File: src/rtl/mapu_b_row_packer.sv
`default_nettype none
// +-------------------------------------------------------------------------+
// | mapu_b_row_packer : packs a serial element stream into 4x4 row-major    |
// |                     matrices, double-buffered, for the Matrix APU.      |
// | Revision 1.0                                                            |
// +-------------------------------------------------------------------------+
module mapu_b_row_packer #(
  parameter int DATA_WIDTH = 32,
  parameter int ELEM_WIDTH = 8
) (
  input  logic                  clk,
  input  logic                  reset_n,
  input  logic                  i_en,
  input  logic                  i_vld,
  output logic                  o_rdy,
  input  logic [ELEM_WIDTH-1:0] i_elem,
  input  logic                  i_last,
  output logic                  o_vld,
  input  logic                  i_rdy,
  output logic [DATA_WIDTH-1:0] o_r0,
  output logic [DATA_WIDTH-1:0] o_r1,
  output logic [DATA_WIDTH-1:0] o_r2,
  output logic [DATA_WIDTH-1:0] o_r3,
  output logic                  o_short,
  output logic [1:0]            o_lvl
);

  localparam logic [3:0] c_LAST_IDX = 4'd15;
  localparam logic [1:0] c_FULL     = 2'd2;

  logic [DATA_WIDTH-1:0] r_buf [2][4];
  logic [DATA_WIDTH-1:0] r_row [4];
  logic [3:0]            r_idx;
  logic                  r_wr_ptr;
  logic                  r_rd_ptr;
  logic [1:0]            r_lvl;
  logic                  r_vld;
  logic                  r_short;

  logic                  w_accept;
  logic                  w_commit;
  logic                  w_pop;
  logic                  w_rd_ptr_nxt;
  logic [1:0]            w_lvl_nxt;
  logic [DATA_WIDTH-1:0] w_fill [4];
  logic [DATA_WIDTH-1:0] w_row_nxt [4];

  assign o_rdy = i_en && (r_lvl < c_FULL);

  always_comb begin
    w_accept     = i_vld && o_rdy;
    w_commit     = w_accept && (i_last || (r_idx == c_LAST_IDX));
    w_pop        = r_vld && i_rdy;
    w_rd_ptr_nxt = r_rd_ptr ^ w_pop;
    // Fill buffer as it will look after this edge, including zero-padding on an early i_last.
    for (int rr = 0; rr < 4; rr++) begin
      w_fill[rr] = r_buf[r_wr_ptr][rr];
      for (int cc = 0; cc < 4; cc++) begin
        if (w_accept && (4'(rr*4+cc) == r_idx))
          w_fill[rr][cc*ELEM_WIDTH +: ELEM_WIDTH] = i_elem;
        else if (w_commit && (4'(rr*4+cc) > r_idx))
          w_fill[rr][cc*ELEM_WIDTH +: ELEM_WIDTH] = '0;
      end
    end
    case ({w_commit, w_pop})
      2'b10:   w_lvl_nxt = r_lvl + 2'd1;
      2'b01:   w_lvl_nxt = r_lvl - 2'd1;
      default: w_lvl_nxt = r_lvl;
    endcase
    // Bypass the fill buffer so a matrix is visible the cycle after its commit.
    for (int rr = 0; rr < 4; rr++)
      w_row_nxt[rr] = (w_rd_ptr_nxt == r_wr_ptr) ? w_fill[rr] : r_buf[w_rd_ptr_nxt][rr];
  end

  always_ff @(posedge clk or negedge reset_n) begin
    if (!reset_n) begin
      for (int b = 0; b < 2; b++)
        for (int rr = 0; rr < 4; rr++)
          r_buf[b][rr] <= '0;
      for (int rr = 0; rr < 4; rr++)
        r_row[rr] <= '0;
      r_idx    <= '0;
      r_wr_ptr <= 1'b0;
      r_rd_ptr <= 1'b0;
      r_lvl    <= '0;
      r_vld    <= 1'b0;
      r_short  <= 1'b0;
    end else begin
      if (w_accept) begin
        for (int rr = 0; rr < 4; rr++)
          r_buf[r_wr_ptr][rr] <= w_fill[rr];
        r_idx <= w_commit ? 4'd0 : r_idx + 4'd1;
      end
      for (int rr = 0; rr < 4; rr++)
        r_row[rr] <= w_row_nxt[rr];
      r_wr_ptr <= r_wr_ptr ^ w_commit;
      r_rd_ptr <= w_rd_ptr_nxt;
      r_lvl    <= w_lvl_nxt;
      r_vld    <= (w_lvl_nxt != 2'd0);
      r_short  <= w_commit && (r_idx != c_LAST_IDX);
    end
  end

  assign o_vld   = r_vld;
  assign o_short = r_short;
  assign o_lvl   = r_lvl;
  assign o_r0    = r_row[0];
  assign o_r1    = r_row[1];
  assign o_r2    = r_row[2];
  assign o_r3    = r_row[3];

  a_in_stable: assert property (@(posedge clk) disable iff (!reset_n)
    (i_vld && !o_rdy) |=> (!i_vld || ($stable(i_elem) && $stable(i_last))));
  a_out_stable: assert property (@(posedge clk) disable iff (!reset_n)
    (o_vld && !i_rdy) |=> ($stable(o_r0) && $stable(o_r1) && $stable(o_r2) && $stable(o_r3)));
  a_lvl_max: assert property (@(posedge clk) disable iff (!reset_n) (o_lvl <= c_FULL));

endmodule
`default_nettype wire

File: config.mk
export PLATFORM = sky130hd
export DESIGN_NAME = mapu_b_row_packer
export DESIGN_NICKNAME = d
export VERILOG_FILES = /design/src/rtl/mapu_b_row_packer.sv
export SDC_FILE = /design/constraint.sdc
export NUM_CORES = 1
export LEC_CHECK = 0
export BUFFER_PORTS_ARGS = -buffer_cell sky130_fd_sc_hd__buf_2
export CAP_MARGIN = 20
export CELL_PAD_IN_SITES_DETAIL_PLACEMENT = 0
export CELL_PAD_IN_SITES_GLOBAL_PLACEMENT = 1
export CORE_ASPECT_RATIO = 2
export CORE_MARGIN = 2
export CORE_UTILIZATION = 43
export DETAILED_ROUTE_END_ITERATION = 10
export PLACE_DENSITY_LB_ADDON = 0.08
export SYNTH_ARGS = -nofsm -noshare
export SYNTH_HDL_FRONTEND = slang
export SYNTH_SLANG_ARGS = --single-unit
export TNS_END_PERCENT = 20
File: constraint.sdc
create_clock -name clk -period 2.19 [get_ports clk]
set_input_delay 0.438 -clock clk [delete_from_list [all_inputs] [get_ports clk]]
set_output_delay 0.438 -clock clk [all_outputs]
set_load 0.01 [all_outputs]
==> metrics.cfg <==
[yosys]
synth_cells=2147
synth_seq_cells=394
synth.area.top_cells=dfrtp_1, o21ai_0, nand2_1
synth_most_common_cell=dfrtp_1
synth_compound_area_share_pct=26.9
yosysSeqAreaShare_pct=47.6
synth.avg_cell_area_um2=9.66
syn-cell-area_um2=20700
synth_area_leader_cell=dfrtp_1
synth.top_cell.area_share_pct=47.6
synth_warnings=0
synth_edf_count=0
synth_commonest_cells=dfrtp_1, o21ai_0, nand2_1, clkbuf_1, nand3_1
yosys.area_share.adder_pct=0.241
synth-main-ff-cell=dfrtp_1
yosys.area_share.simple_pct=13.9
syn_nets=2165
ys_async_sr_fraction_pct=100
muxShareOfSynthArea_pct=5.82
synth_top_family_by_area=compound AO/OA/AOI/OAI gates
yosysUniqueCellTypes=71
synth_xor_area_share_pct=0.320

[global_routing]
track_usage_pct=27.1
grt_pass1_vias=18400
grt_pass1_wl_um=107000
grt_remaining_overflow=0
grt_start_max_net_pins=69
antenna_found_initial=1

[setup_path]
cp.arrival_ns=1.68
critical_path_class=reg -> out
path_cells=nand2b_1 -> buf_4 -> inv_1 -> buf_2
endpoint_kind=output pin
slowest_stage=dfrtp_2
critPathRequiredTime_ns=1.75
cp_slowest_stage_delay_ns=0.51
start_kind=flop
path_max_fanout=15

[floorplan]
die_w_um=159
start_util_pct=43.6
coreArea_um2=47500
io_pins=147
die_h_um=315
rows=113
die-area_um2=50100

[placement]
io_buffers=146
dp_hpwl_um=44600
gp_congestion=0.842

[pwr]
ir_drop_mv=0.715
clkPwrFrac_pct=21.9
p_comb_share_pct=46.2
power.switching_mw=12.7
power_frac_seq_pct=31.9
p_leak_nw=11.0
switching_share_pct=39.7
intPower_mw=19.3
powerDensity_nw_per_um2=1290

[run_status]
status=completed

[clock_tree]
cts_made_buffers=40
worstSkewPairLatency_ns=0.56
cts_tree=built
htreeDepth=2
clkSinkCount=394
cts_root_buf=clkbuf_16
clk_pin_slew_ns=0.06
clockBufferDepth=3

[worst_hold_path]
hp-class=in -> reg

[sta]
whs_ns=0.384
hold_violations=0
setup_viol=0
worstMarginPinSlew_ns=0.793
relSlewSlack_pct=46.8
max_freq_mhz=472
fin_crit_ns=2.12
skew_ns=0.0188
final-max-slew-violation-count=0
period_share_pct=96.7
rsz0062_at_grt=true

[final_layout]
drive_gt1_share_pct=22.0
fin_nets=2299
finalCoreUtilization_pct=52.2
n_antenna_cell=0
syn_to_final_growth_pct=19.5

[detailed_routing]
wl_per_cell_um=23.2
routed_wl_um=68200
post_drt_via_cell_ratio=6.20
dr.pass1.iters=6
drt_iter0_markers=1187
vias=18200
ant_nets=0
drc=0

[run]
cap_violations=0

## worst max-delay path: cells and delay by family (launching register included)
family / cells / cell delay, ns
buffers and inverters: 3 / 0.36
flip-flops: 1 / 0.51
AND/OR/NAND/NOR: 1 / 0.26
## layer usage
metal	routed length (um)	global-route usage (%)	vias up
met5	12	0	-
met3	3100	3.62	140
met4	2970	12.7	2
met2	34600	47.4	558
met1	27500	33.0	9121
li1	-	-	8392
## sequential cells by signal, indices dropped and copies added, names as in the netlist
| register | cells |
|---|---|
| o_lvl | 2 |
| o_r0 | 32 |
| o_r1 | 32 |
| o_r2 | 32 |
| o_r3 | 32 |
| o_short | 1 |
| o_vld | 1 |
| r_buf | 256 |
| r_idx | 4 |
| r_rd_ptr | 1 |
| r_wr_ptr | 1 |
## layout by cell type, fill, tap and decap left out, types with 15 or more instances in the layout
| cell | netlist | routed |
|---|---|---|
| a31oi_1 | 17 | 17 |
| a22o_1 | 64 | 64 |
| a211oi_1 | 53 | 53 |
| nor2_1 | 75 | 73 |
| o221ai_1 | 22 | 22 |
| and3_1 | 85 | 85 |
| buf_12 | 0 | 53 |
| buf_2 | 62 | 145 |
| a21boi_0 | 24 | 24 |
| o32ai_1 | 60 | 55 |
| clkbuf_16 | 0 | 41 |
| mux2i_1 | 52 | 52 |
| and2_1 | 22 | 22 |
| or3_1 | 15 | 15 |
| buf_4 | 15 | 130 |
| a221oi_2 | 5 | 18 |
| a22oi_1 | 28 | 28 |
| nand3b_1 | 17 | 17 |
| mux2_2 | 61 | 61 |
| a21oi_1 | 57 | 57 |
| o21ai_0 | 292 | 291 |
| dfrtp_1 | 394 | 391 |
| o211ai_1 | 32 | 32 |
| nand2_1 | 200 | 198 |
| nand3_1 | 88 | 88 |
| a221oi_1 | 60 | 47 |
| o22ai_1 | 30 | 30 |
## layout make-up
cell class / count / area [um^2]
multi-input combinational: 1506 / 9990
inverter: 8 / 32.5
clock buffer: 62 / 1170
clock inverter: 4 / 120
timing repair buffer: 331 / 2800
sequential: 394 / 9870
fill: 4412 / 22700
tap: 632 / 791
## cells by family after synthesis
family | Yosys count
xor+xnor | 6
flops | 394
buf+inv | 247
simple gates | 566
mux | 113
compound gates | 817
fa+ha+maj | 4
## power groups by stage
stage / Sequential, mW / Clock (mW) / Combinational, mW
3_5_place_dp: 10.3 / 0 / 14.5
4_1_cts: 10.2 / 7.22 / 14.6
6_report: 10.2 / 7.03 / 14.8
2_1_floorplan: 10.3 / 0 / 8.63
5_1_grt: 10.4 / 7.49 / 16.1
3_3_place_gp: 10.3 / 0 / 14.2
## worst paths after layout
path	startpoint	to	slack [ns]	depth (start not counted)
setup reg to reg	r_idx[0]	o_r0[19]	0.07	7
hold reg to reg	r_buf[145]	r_buf[145]	0.49	2
setup / recovery	o_lvl[1]	o_rdy	0.07	4
min in group asynchronous	reset_n	r_buf[201]	0.41	2
max in group asynchronous	reset_n	r_buf[202]	0.98	3
hold / removal	i_last	r_idx[3]	0.38	4
## through the flow
step	setup WS (ns)	std cells	cell area (um^2)	TNS, ns	total power, mW
floorplan	-0.0404	2147	20700	-0.0404	19.0
global placement	-0.138	2868	23300	-0.359	24.5
detailed placement	-0.111	2868	23300	-0.699	24.8
CTS	-0.0105	2935	24600	-0.0200	32.0
global route	-0.0626	2937	24800	-0.431	34.0
finish	0.0716	2937	24800	0	32.0
## timing repair
| action | 4_1_cts | 5_1_grt |
|---|---|---|
| setup buffers | 0 | 2 |
| endpoints found under the hold margin | 41 | 0 |
| gates resized for setup | 6 | 28 |
| setup endpoints to repair | 8 | 105 |
| hold buffers | 1 | 0 |
| pin swaps | 1 | 3 |
Power figures use the tool's default switching activity.
